**src/rtl/imem_pkg.sv**
```systemverilog
// Shared definitions for the instruction-memory program loader.
// Holds the loader state encoding and the framing constants.
// Imported by imem_loader and imem_word_packer.
package imem_pkg;

  typedef enum logic [2:0] {
    IDLE,
    HDR0,
    HDR1,
    LOAD,
    DONE,
    ERR
  } state_t;

  // Header is a 16-bit little-endian word count.
  localparam int HDR_LEN        = 2;
  localparam int BYTES_PER_WORD = 4;

endpackage

```
**src/rtl/imem_word_packer.sv**
```systemverilog
// Packs a stream of bytes little-endian into 32-bit words.
// Latency: word_valid pulses one cycle after the fourth byte is taken.
// Backpressure: none internally; the caller gates in_vld with its own ready.
module imem_word_packer
  import imem_pkg::*;
(
  input  logic        clk,
  input  logic        reset,
  input  logic        clear,
  input  logic        in_vld,
  input  logic [7:0]  in_dat,
  output logic        last_byte,
  output logic        word_valid,
  output logic [31:0] word
);

  logic [1:0] byte_cnt;

  // Shift bytes in from the top so the first byte ends up in word[7:0].
  always_ff @(posedge clk) begin
    if (reset || clear) begin
      byte_cnt   <= 2'd0;
      word       <= 32'd0;
      word_valid <= 1'b0;
    end else begin
      word_valid <= in_vld && last_byte;
      if (in_vld) begin
        word     <= {in_dat, word[31:8]};
        byte_cnt <= byte_cnt + 2'd1;
      end
    end
  end

  // High while the next accepted byte completes a word.
  assign last_byte = (byte_cnt == 2'(BYTES_PER_WORD - 1));

endmodule

```
**src/rtl/imem_loader.sv**
```systemverilog
// Serial program loader: 2-byte length header then little-endian words into IMEM.
// Latency: each word is written one cycle after its fourth byte; done one cycle after the last write.
// Backpressure: rx_ready is a registered function of state only; stalls on rx_valid=0 are unbounded.
module imem_loader
  import imem_pkg::*;
#(
  parameter int ADDR_W = 10
) (
  input  logic        clk,
  input  logic        reset,
  input  logic        start,
  input  logic [7:0]  rx_data,
  input  logic        rx_valid,
  output logic        rx_ready,
  output logic        mem_we,
  output logic [31:0] mem_addr,
  output logic [31:0] mem_wdata,
  output logic        cpu_hold,
  output logic        busy,
  output logic        done,
  output logic        err
);

  localparam logic [16:0] DEPTH = 17'd1 << ADDR_W;

  state_t            state;
  logic [15:0]       count;
  logic [ADDR_W:0]   index;

  logic              accept;
  logic              pk_vld;
  logic              pk_last_byte;
  logic              pk_word_valid;
  logic [31:0]       pk_word;
  logic [15:0]       hdr_count;
  logic [16:0]       idx_ext;
  logic [16:0]       last_idx;
  logic              last_word;

  assign accept    = rx_valid && rx_ready;
  assign pk_vld    = accept && (state == LOAD);
  assign hdr_count = {rx_data, count[7:0]};
  assign idx_ext   = 17'(index);
  assign last_idx  = {1'b0, count} - 17'd1;
  assign last_word = (idx_ext == last_idx);

  // The packer is held empty outside LOAD so a restart never sees stale bytes.
  imem_word_packer u_packer (
    .clk        (clk),
    .reset      (reset),
    .clear      (state != LOAD),
    .in_vld     (pk_vld),
    .in_dat     (rx_data),
    .last_byte  (pk_last_byte),
    .word_valid (pk_word_valid),
    .word       (pk_word)
  );

  // Loader FSM with registered handshake and status outputs.
  always_ff @(posedge clk) begin
    if (reset) begin
      state    <= IDLE;
      count    <= 16'd0;
      index    <= '0;
      rx_ready <= 1'b0;
      busy     <= 1'b0;
      cpu_hold <= 1'b0;
      done     <= 1'b0;
      err      <= 1'b0;
    end else begin
      done <= 1'b0;
      case (state)
        IDLE: begin
          if (start) begin
            state    <= HDR0;
            rx_ready <= 1'b1;
            busy     <= 1'b1;
            cpu_hold <= 1'b1;
          end
        end
        HDR0: begin
          if (accept) begin
            count[7:0] <= rx_data;
            state      <= HDR1;
          end
        end
        HDR1: begin
          if (accept) begin
            count[15:8] <= rx_data;
            index       <= '0;
            if (hdr_count == 16'd0) begin
              state    <= DONE;
              rx_ready <= 1'b0;
              done     <= 1'b1;
            end else if ({1'b0, hdr_count} > DEPTH) begin
              state    <= ERR;
              rx_ready <= 1'b0;
              err      <= 1'b1;
            end else begin
              state <= LOAD;
            end
          end
        end
        LOAD: begin
          // Stop taking bytes once the final byte of the program is in.
          if (accept && pk_last_byte && last_word) begin
            rx_ready <= 1'b0;
          end
          if (pk_word_valid) begin
            index <= index + 1'b1;
            if (last_word) begin
              state    <= DONE;
              rx_ready <= 1'b0;
              done     <= 1'b1;
            end
          end
        end
        DONE: begin
          state    <= IDLE;
          busy     <= 1'b0;
          cpu_hold <= 1'b0;
        end
        ERR: begin
          if (start) begin
            state    <= HDR0;
            err      <= 1'b0;
            rx_ready <= 1'b1;
          end
        end
        default: begin
          state <= IDLE;
        end
      endcase
    end
  end

  // Write port is quiet (all zero) except during the single write cycle.
  assign mem_we    = pk_word_valid && (state == LOAD);
  assign mem_addr  = mem_we ? {{(30 - ADDR_W){1'b0}}, index[ADDR_W-1:0], 2'b00} : 32'd0;
  assign mem_wdata = mem_we ? pk_word : 32'd0;

endmodule

```
**config.mk**
```make
export PLATFORM = sky130hd
export DESIGN_NAME = imem_loader
export DESIGN_NICKNAME = d
export VERILOG_FILES = /design/src/rtl/imem_pkg.sv /design/src/rtl/imem_word_packer.sv /design/src/rtl/imem_loader.sv
export SDC_FILE = /design/constraint.sdc
export NUM_CORES = 1
export LEC_CHECK = 0
export BUFFER_PORTS_ARGS = -buffer_cell sky130_fd_sc_hd__buf_2
export CAP_MARGIN = 30
export CORE_MARGIN = 4
export CORE_UTILIZATION = 55
export DETAILED_ROUTE_END_ITERATION = 16
export MAX_ROUTING_LAYER = met4
export PLACE_DENSITY = 0.86
export SLEW_MARGIN = 20
export SYNTH_ARGS = -nofsm -noshare
export SYNTH_HDL_FRONTEND = slang
export SYNTH_HIERARCHICAL = 1
export SYNTH_SLANG_ARGS = --single-unit
```
**constraint.sdc**
```tcl
create_clock -name clk -period 3.5 [get_ports clk]
set_input_delay 0.175 -clock clk [delete_from_list [all_inputs] [get_ports clk]]
set_output_delay 0.175 -clock clk [all_outputs]
set_load 0.01 [all_outputs]
```
==> metrics.yaml <==
clock_tree:
  clockBufferDepth: 2
  hold_buffers: 0
  clk_pin_slew_ps: 80
  cts_tree: "done"
  htree_levels: 3
  cts_buffers: 9
  post_cts_buffers: 0
  cts_root_buf: "clkbuf_8"
  cts_sinks: 69
  worstSkewPairLatency_ps: 350
  ctsResizeCount: 0
min_path:
  min_from: "rx_data[7]"
  hp-class: "in -> reg"
synth:
  synth_flop_cell: "dfxtp_1"
  syn-instance-count: 460
  ys_seq_area_share_pct: 34.8
  synth_warnings: 6
  synth-async-reset-ratio_pct: 0
  ys_types: 63
  ys_seq_elements: 69
  netlist_area_mm2: 0.00397
  synth_edf_count: 0
  syn_avg_cell_area_um2: 8.62
drt:
  routed_wl_um: 8750
  wl_per_cell_um: 14.5
  vias: 3263
  ant_nets: 0
  vias_per_cell: 5.41
  first_iter_violations: 221
  drt-pass1-iter-count: 5
  drcViolationCount: 0
grt:
  grtUsageTotal_pct: 21.1
  grt_pass1_vias: 3025
  overflow: 0
  antenna_found_initial: 0
  grt_max_degree: 49
  grt_first_pass_wirelength_um: 14400
worst_setup_path:
  worst-setup-path-type: "reg -> reg"
  required_ps: 3710
  endpoint_kind: "register"
  slowest_delay_ps: 600
  worst_r2r_startpoint: "count[0]"
  cp.arrival_ps: 3110
  worstPathMaxFanout: 9
  slowest_stage: "a2111oi_0"
  worstSetupStartpointType: "register"
  critPathLaunch: "count[0]"
  crit_chain: "inv_1 -> ha_1 -> xnor2_1 -> a2111oi_0 -> o21ai_0 -> nor4_1 -> nand4b_2 -> o311ai_1 -> a21oi_1"
flow_run:
  drv_cap: 0
placement:
  dpl.cell_count: 587
  port_buffers: 59
  globalplace.congestion: 0.924
  dp_worst_setup_slack_ps: 736
  dp_hpwl_um: 6280
pwr:
  power.clock.fraction_pct: 31.6
  p_int_uw: 1250
  peakVddDrop_mv: 0.264
  p_sw_uw: 614
  swShare_pct: 32.9
  p_comb_share_pct: 21.2
  power_uw: 1870
  p_per_area_mw_per_mm2: 433
  pwr-share-seq_pct: 47.1
  p_leak_uw: 0.00176
outcome:
  run_status: "finished clean"
cells_and_area:
  instances_no_fill: 603
  nNetsFinal: 517
  diodes: 0
  syn_to_final_growth_pct: 8.61
  final_common_cell: "dfxtp_1"
  fin_util_pct: 62.4
  final_cell_mix: "dfxtp_1, nor2_1, buf_2"
  drive_above_1_share_pct: 18.1
  fill_cells: 605
timing:
  min_period_ps: 2900
  slew_violations: 0
  layout_setup_ws_ps: 602
  hold_viol_final: 0
  skew_ps: 7.90
  max_freq_ghz: 0.345
  rsz0062_at_grt: "false"
  fin_crit_sh_pct: 82.8
  worst_pin_slew_ps: 629
  setup_viol: 0
  tns_ps: 0
  relSlewSlack_pct: 57.0
die:
  start_util_pct: 57.4
  dieHeight_um: 92.9
  die-area_mm2: 0.00863
  core-area_mm2: 0.00691
  rows: 30
  dieWidth_um: 92.9
  ios: 82
cell type report:
| cell class | count | area [um2] | area share, % |
|---|---|---|---|
| Multi-Input combinational cell | 354 | 2290 | 53.1 |
| Tap cell | 96 | 120 | 2.79 |
| Clock buffer | 10 | 128 | 2.96 |
| Clock inverter | 6 | 47.5 | 1.10 |
| Sequential cell | 69 | 1380 | 32.1 |
| Timing Repair Buffer | 63 | 325 | 7.55 |
| Inverter | 5 | 18.8 | 0.436 |
flip-flops by register name (all words and copies together) (netlist names):
| name | count |
|---|---|
| count | 16 |
| u_packer/byte_cnt | 2 |
| busy | 1 |
| u_packer/word_valid | 1 |
| done | 1 |
| err | 1 |
| u_packer/word | 32 |
| index | 11 |
| rx_ready | 1 |
| state | 3 |
Yosys cell counts (all sizes together), types with 3 or more instances:
library cell / count / area [um2]
clkbuf: 19 / 71.3
nand3: 7 / 35.0
nand4: 4 / 25.0
nor2b: 3 / 18.8
nand2: 28 / 105
a211oi: 4 / 35.0
inv: 5 / 18.8
or3: 6 / 42.5
dfxtp: 69 / 1380
o21a: 4 / 30.0
a21oi: 19 / 95.1
o21ai: 8 / 40.0
and3: 4 / 25.0
ha: 3 / 37.5
a31oi: 3 / 18.8
nand2b: 6 / 37.5
xnor2: 12 / 105
and2: 43 / 269
nor2: 64 / 243
buf: 34 / 294
xor2: 12 / 105
nor4: 7 / 58.8
or4: 3 / 26.3
nor3b: 3 / 22.5
nor3: 13 / 81.3
mux2i: 45 / 450
cell families (layout without fill, tap and decap cells):
family / Yosys count / count (layout) / share of synthesized area (%)
compound gates: 58 / 58 / 9.91
buf+inv: 58 / 84 / 9.68
simple gates: 202 / 202 / 27.9
xor+xnor: 24 / 24 / 5.30
fa+ha+maj: 3 / 3 / 0.946
mux: 45 / 45 / 11.4
flops: 69 / 69 / 34.8
other cells: 1 / 22 / 0.0945
worst paths after layout:
check / to / slack (ps) / cells after the start
setup reg to reg: rx_ready / 600 / 9
hold / removal: count[15] / 100 / 3
setup / recovery: rx_ready / 600 / 9
hold reg to reg: u_packer/word[5] / 490 / 2
power by group through the flow:
stage               sequential, uW  combinational (uW)  clock [uW]
floorplan                      858                 368           0
global placement               893                 388           0
detailed placement             894                 392           0
CTS                            876                 394         606
global route                   886                 439         636
finish                         879                 396         590
critical path, delay by kind of cell, from the launching register on:
kind                       cells  cell delay (ps)
adders and majority gates      1              320
and+or+nand+nor                2              530
buffers and inverters          1              100
AOI/OAI and AO/OA              4             1180
xor gates and xnor gates       1              130
DFF                            1              500
stage by stage:
stage / area, um2 / hold slack [ps]
4_1_cts: 4310 / 82.3
2_1_floorplan: 4050 / 311
3_3_place_gp: 4130 / 457
6_report: 4310 / 101
5_1_grt: 4310 / 95.9
3_5_place_dp: 4130 / 460
per-layer routing:
metal / GRT usage (%) / up-vias / share of wire, %
met1: 26.6 / 1520 / 45
met3: 6.17 / 7 / 6.6
li1: - / 1620 / -
met4: 3.91 / 0 / 0.56
met5: - / - / 0
met2: 34.1 / 116 / 47
Note: power is estimated with default switching activity, not from simulation.
